<file path="src/rtl/data_mem_ctrl_pkg.sv">
// datamem_pkg: shared FSM state type, counter width and default datapath widths.
package datamem_pkg;
  typedef enum logic {IDLE, WAIT} dm_state_t;
  localparam int DM_CNT_W = 4;
  localparam int DM_ADDR_W = 8;
  localparam int DM_DATA_W = 8;
endpackage

</file>
<file path="src/rtl/data_mem_ctrl_sp_ram.sv">
// sp_ram: single-port synchronous RAM, read data registered on the enable edge.
module sp_ram #(
  parameter int ADDR_W = 8,
  parameter int DATA_W = 8
) (
  input  logic              clk,
  input  logic              en,
  input  logic              we,
  input  logic [ADDR_W-1:0] addr,
  input  logic [DATA_W-1:0] wdata,
  output logic [DATA_W-1:0] rdata
);
  logic [DATA_W-1:0] r_mem [2**ADDR_W];
  always_ff @(posedge clk)
    if (en) begin
      if (we) r_mem[addr] <= wdata;
      else rdata <= r_mem[addr];
    end
endmodule

</file>
<file path="src/rtl/data_mem_ctrl.sv">
// data_mem_ctrl: multi-cycle data-memory controller with fixed wait latency and done pulse.
module data_mem_ctrl
  import datamem_pkg::*;
#(
  parameter int ADDR_W  = DM_ADDR_W,
  parameter int DATA_W  = DM_DATA_W,
  parameter int LATENCY = 2
) (
  input  logic              clk,
  input  logic              rst,
  input  logic              req,
  input  logic              we,
  input  logic [ADDR_W-1:0] addr,
  input  logic [DATA_W-1:0] wdata,
  output logic              busy,
  output logic              done,
  output logic [DATA_W-1:0] datamem_out
);
  dm_state_t           r_state;
  logic [DM_CNT_W-1:0] r_cnt;
  logic                r_we;
  logic [ADDR_W-1:0]   r_addr;
  logic [DATA_W-1:0]   r_wdata;
  logic                r_busy;
  logic                r_done;
  logic                r_valid;
  logic                w_acc;
  logic [DATA_W-1:0]   w_rdata;
  assign w_acc = (r_state == WAIT) && (r_cnt == '0);
  always_ff @(posedge clk or posedge rst)
    if (rst) begin
      r_state <= IDLE;
      r_cnt   <= '0;
      r_we    <= 1'b0;
      r_addr  <= '0;
      r_wdata <= '0;
      r_busy  <= 1'b0;
      r_done  <= 1'b0;
      r_valid <= 1'b0;
    end else begin
      r_done <= 1'b0;
      if (r_state == IDLE) begin
        if (req) begin
          r_we    <= we;
          r_addr  <= addr;
          r_wdata <= wdata;
          r_cnt   <= DM_CNT_W'(LATENCY - 1);
          r_busy  <= 1'b1;
          r_state <= WAIT;
        end
      end else if (r_cnt != '0) begin
        r_cnt <= r_cnt - 1'b1;
      end else begin
        r_busy  <= 1'b0;
        r_done  <= 1'b1;
        r_state <= IDLE;
        if (!r_we) r_valid <= 1'b1;
      end
    end
  // RAM read register holds the last read; r_valid masks it to zero until the first read after reset
  sp_ram #(.ADDR_W(ADDR_W), .DATA_W(DATA_W)) u_ram (
    .clk(clk), .en(w_acc), .we(r_we), .addr(r_addr), .wdata(r_wdata), .rdata(w_rdata)
  );
  assign busy        = r_busy;
  assign done        = r_done;
  assign datamem_out = r_valid ? w_rdata : '0;
endmodule

</file>
<file path="config.mk">
export PLATFORM = sky130hd
export DESIGN_NAME = data_mem_ctrl
export DESIGN_NICKNAME = d
export VERILOG_FILES = /design/src/rtl/data_mem_ctrl_pkg.sv /design/src/rtl/data_mem_ctrl_sp_ram.sv /design/src/rtl/data_mem_ctrl.sv
export SDC_FILE = /design/constraint.sdc
export NUM_CORES = 2
export LEC_CHECK = 0
export ABC_AREA = 0
export CAP_MARGIN = 20
export CORE_MARGIN = 2
export CORE_UTILIZATION = 45
export CTS_CLUSTER_SIZE = 10
export DETAILED_ROUTE_END_ITERATION = 8
export HOLD_SLACK_MARGIN = 0.06
export PLACE_DENSITY = 0.63
export SKIP_CTS_REPAIR_TIMING = 1
export SLEW_MARGIN = 25
export SYNTH_ARGS = -nofsm -noshare
export SYNTH_HDL_FRONTEND = slang
export SYNTH_SLANG_ARGS = --single-unit
export TNS_END_PERCENT = 50
</file>
<file path="constraint.sdc">
create_clock -name clk -period 5.1 [get_ports clk]
set_input_delay 0.51 -clock clk [delete_from_list [all_inputs] [get_ports clk]]
set_output_delay 0.51 -clock clk [all_outputs]
set_load 0.005 [all_outputs]
</file>
==> results.ini <==
[clock_tree]
clkTransAtPathRegs_ns=0.06
cts_root_buf=clkbuf_16
cts_sinks=2081
cts_buffers=227
htree_levels=4
cts_tree=yes
insertion_delay_ns=0.84
clockBufferDepth=3

[power_and_ir_drop]
irDropWorstVdd_mv=0.549
p_leak_nw=26.8
p_total_mw=49.3
powerDensity_nw_per_um2=554

[timing]
finalHoldViolCount=0
setup_tns_ns=0
timing.final.crit_share_pct=78.2
clock_skew_ns=0.0220
fmax_ghz=0.251
min_period_ns=3.99
max_slew_margin_pct=18.2
rsz0062_at_grt=no
finalMaxSlewViolations=0
worst_pin_slew_ns=1.23
setup_viol=0

[placed_design]
io_buffers=29
place_congestion=0.814
dpl.hpwl_um=108000
placed_cell_area_um2=82900

[drt]
vias=37500
drt-pass1-iter-count=5
drc=0
drt_iter0_markers=4824
routed_via_density=6.09
wl_um=190000
wl_per_cell_um=30.8
antenna_left=0

[synth]
synth_flop_cell=edfxtp_1
synth-seq-cells=2081
syn_inst=3641
synthArstFlopShare_pct=1.20
synth_top_area_share_pct=77.7
postSynthAreaPerCell_um2=21.8
yosysWarnings=0
ys_seq_area_share_pct=78.4
synth_fp_nets=3662
synth.distinct_cells=29
syn_area_um2=79500
synth_edf_count=2056
synth_area_leaders=edfxtp_1, mux4_2, a22oi_1
synth_area_leader_cell=edfxtp_1

[finish]
num-nets-final=3794
drive_gt1_share_pct=23.9
fillers=13600
area_growth_pct=11.9
finalInstanceArea_um2=89000

[setup_path]
critPathLaunch=r_cnt[0]
crit_chain=inv_1 -> ha_1 -> nor3b_1 -> nand2_1 -> inv_1 -> nand2_1 -> nor3b_1 -> nand2_2 -> nor2_1
r2r-start=r_cnt[0]
crit_required_ns=5.56
crit_slowest_cell=nor2_1
crit_path_end_kind=flip-flop
slowest_delay_ns=0.87
critical_path_class=flip-flop to flip-flop
cp-start-kind=flip-flop
arrival_ns=4.44
critPathMaxFanout=16

[grt]
use_met3_pct=4.21
grt_busiest_layer=met2
grt_max_degree=185
use_met2_pct=33.0
grt_pass1_wl_um=275000
overflow=0
antenna_found_initial=2
grt_use_total_pct=21.1
use_met1_pct=30.3
grt_pass1_vias=38400

[floorplan]
fp.dieArea_um2=180000
die_w_um=424
start_util_pct=45.2
rows=154
die_y_um=424
ios=30
core_um2=176000

[status]
status=finished clean

[run]
max_cap_violations=0

[worst_hold_path]
min_path_type=input port to async pin

[cell usage after synthesis, types with 2 or more instances]
master / count
edfxtp_1: 2056
mux4_2: 512
nor2_1: 261
a22oi_1: 256
clkbuf_1: 133
a21oi_1: 129
nand2_1: 86
buf_1: 33
buf_2: 33
dfrtp_1: 25
o41ai_1: 24
buf_4: 17
buf_6: 13
and2_1: 10
nand4_1: 8
nor2b_1: 8
o41ai_2: 8
nand3_1: 6
inv_1: 5
nand2b_1: 4
nor3b_1: 3
nor3_1: 2
o21ai_0: 2
or2_2: 2
[layer usage]
metal / part of all wire (%) / wire length [um]
met3: 7.4 / 14000
met1: 42 / 79300
met2: 48 / 91400
met4: 2.5 / 4700
met5: 0.085 / 162
[sequential cells by signal (all words and copies together) (netlist names)]
| signal | cells |
|---|---|
| r_addr | 8 |
| done | 1 |
| u_ram.r_mem | 2048 |
| r_cnt | 4 |
| r_we | 1 |
| r_valid | 1 |
| r_state | 1 |
| busy | 1 |
| r_wdata | 8 |
| u_ram.rdata | 8 |
[metrics by stage]
step | util [%] | cells | hold slack [ns] | setup slack, ns
4_1_cts | 50.6 | 6159 | 0.153 | 1.15
3_3_place_gp | 47.1 | 5884 | 0.496 | 1.12
3_5_place_dp | 47.1 | 5884 | 0.491 | 1.18
5_1_grt | 50.6 | 6160 | 0.0881 | 0.845
2_1_floorplan | - | 3641 | 0.462 | 1.11
6_report | 50.6 | 6162 | 0.0698 | 1.11
[layout by cell type (no fill, tap or decap), types with 10 or more instances in the layout]
| cell | Yosys | final |
|---|---|---|
| a21oi_1 | 129 | 129 |
| a22oi_1 | 256 | 256 |
| buf_12 | 0 | 27 |
| buf_4 | 17 | 77 |
| clkbuf_1 | 133 | 29 |
| clkbuf_16 | 0 | 232 |
| clkdlybuf4s50_1 | 0 | 29 |
| dfrtp_1 | 25 | 15 |
| dfrtp_4 | 0 | 10 |
| edfxtp_1 | 2056 | 2056 |
| mux4_2 | 512 | 512 |
| nand2_1 | 86 | 70 |
| nand2_2 | 0 | 16 |
| nor2_1 | 261 | 252 |
| o41ai_1 | 24 | 22 |
| o41ai_2 | 8 | 10 |
[area by class of cell]
class | instances | area, um2 | area share (%)
clock buffer | 261 | 5910 | 6.65
timing repair buffer | 133 | 1410 | 1.58
tap | 2340 | 2930 | 3.29
multi-input combinational | 1325 | 16200 | 18.2
clock inverter | 14 | 141 | 0.159
antenna | 3 | 7.51 | 0.00844
sequential | 2081 | 62400 | 70.1
inverter | 5 | 18.8 | 0.0211
[report_power, final]
part	total, mW	internal (mW)	leakage (nW)	switching [mW]
logic	13.0	4.76	4.95	8.26
clock network	14.2	8.01	2.96	6.14
registers	22.1	21.3	18.9	0.745
[worst max-delay path: cells and delay by family (launching register included)]
kind                       cells  cell delay, ns
buffers and inverters          2            0.20
DFF                            1            0.40
adders and majority gates      1            0.16
and+or+nand+nor                6            2.84
[kinds of logic (layout without fill, tap and decap cells)]
group | count (synthesis) | after routing | synth area share [%]
AOI/OAI and AO/OA | 420 | 420 | 3.68
and+or+nand+nor | 391 | 391 | 1.98
xor gates and xnor gates | 1 | 1 | 0.0110
adders and majority gates | 1 | 1 | 0.0157
buffers and inverters | 235 | 413 | 1.37
muxes | 512 | 512 | 14.5
other | 0 | 3 | 0
DFF | 2081 | 2081 | 78.4
[final timing paths]
check	endpoint	slack, ns	cells past startpoint
min reg2reg	r_cnt[0]	0.50	1
max	u_ram.r_mem[125][4]	1.11	9
min in group clk	r_we	0.20	3
min	r_valid	0.07	2
max in group asynchronous	r_wdata[3]	4.53	2
max reg2reg	u_ram.r_mem[125][4]	1.11	9
(Power assumes the default switching activity.)
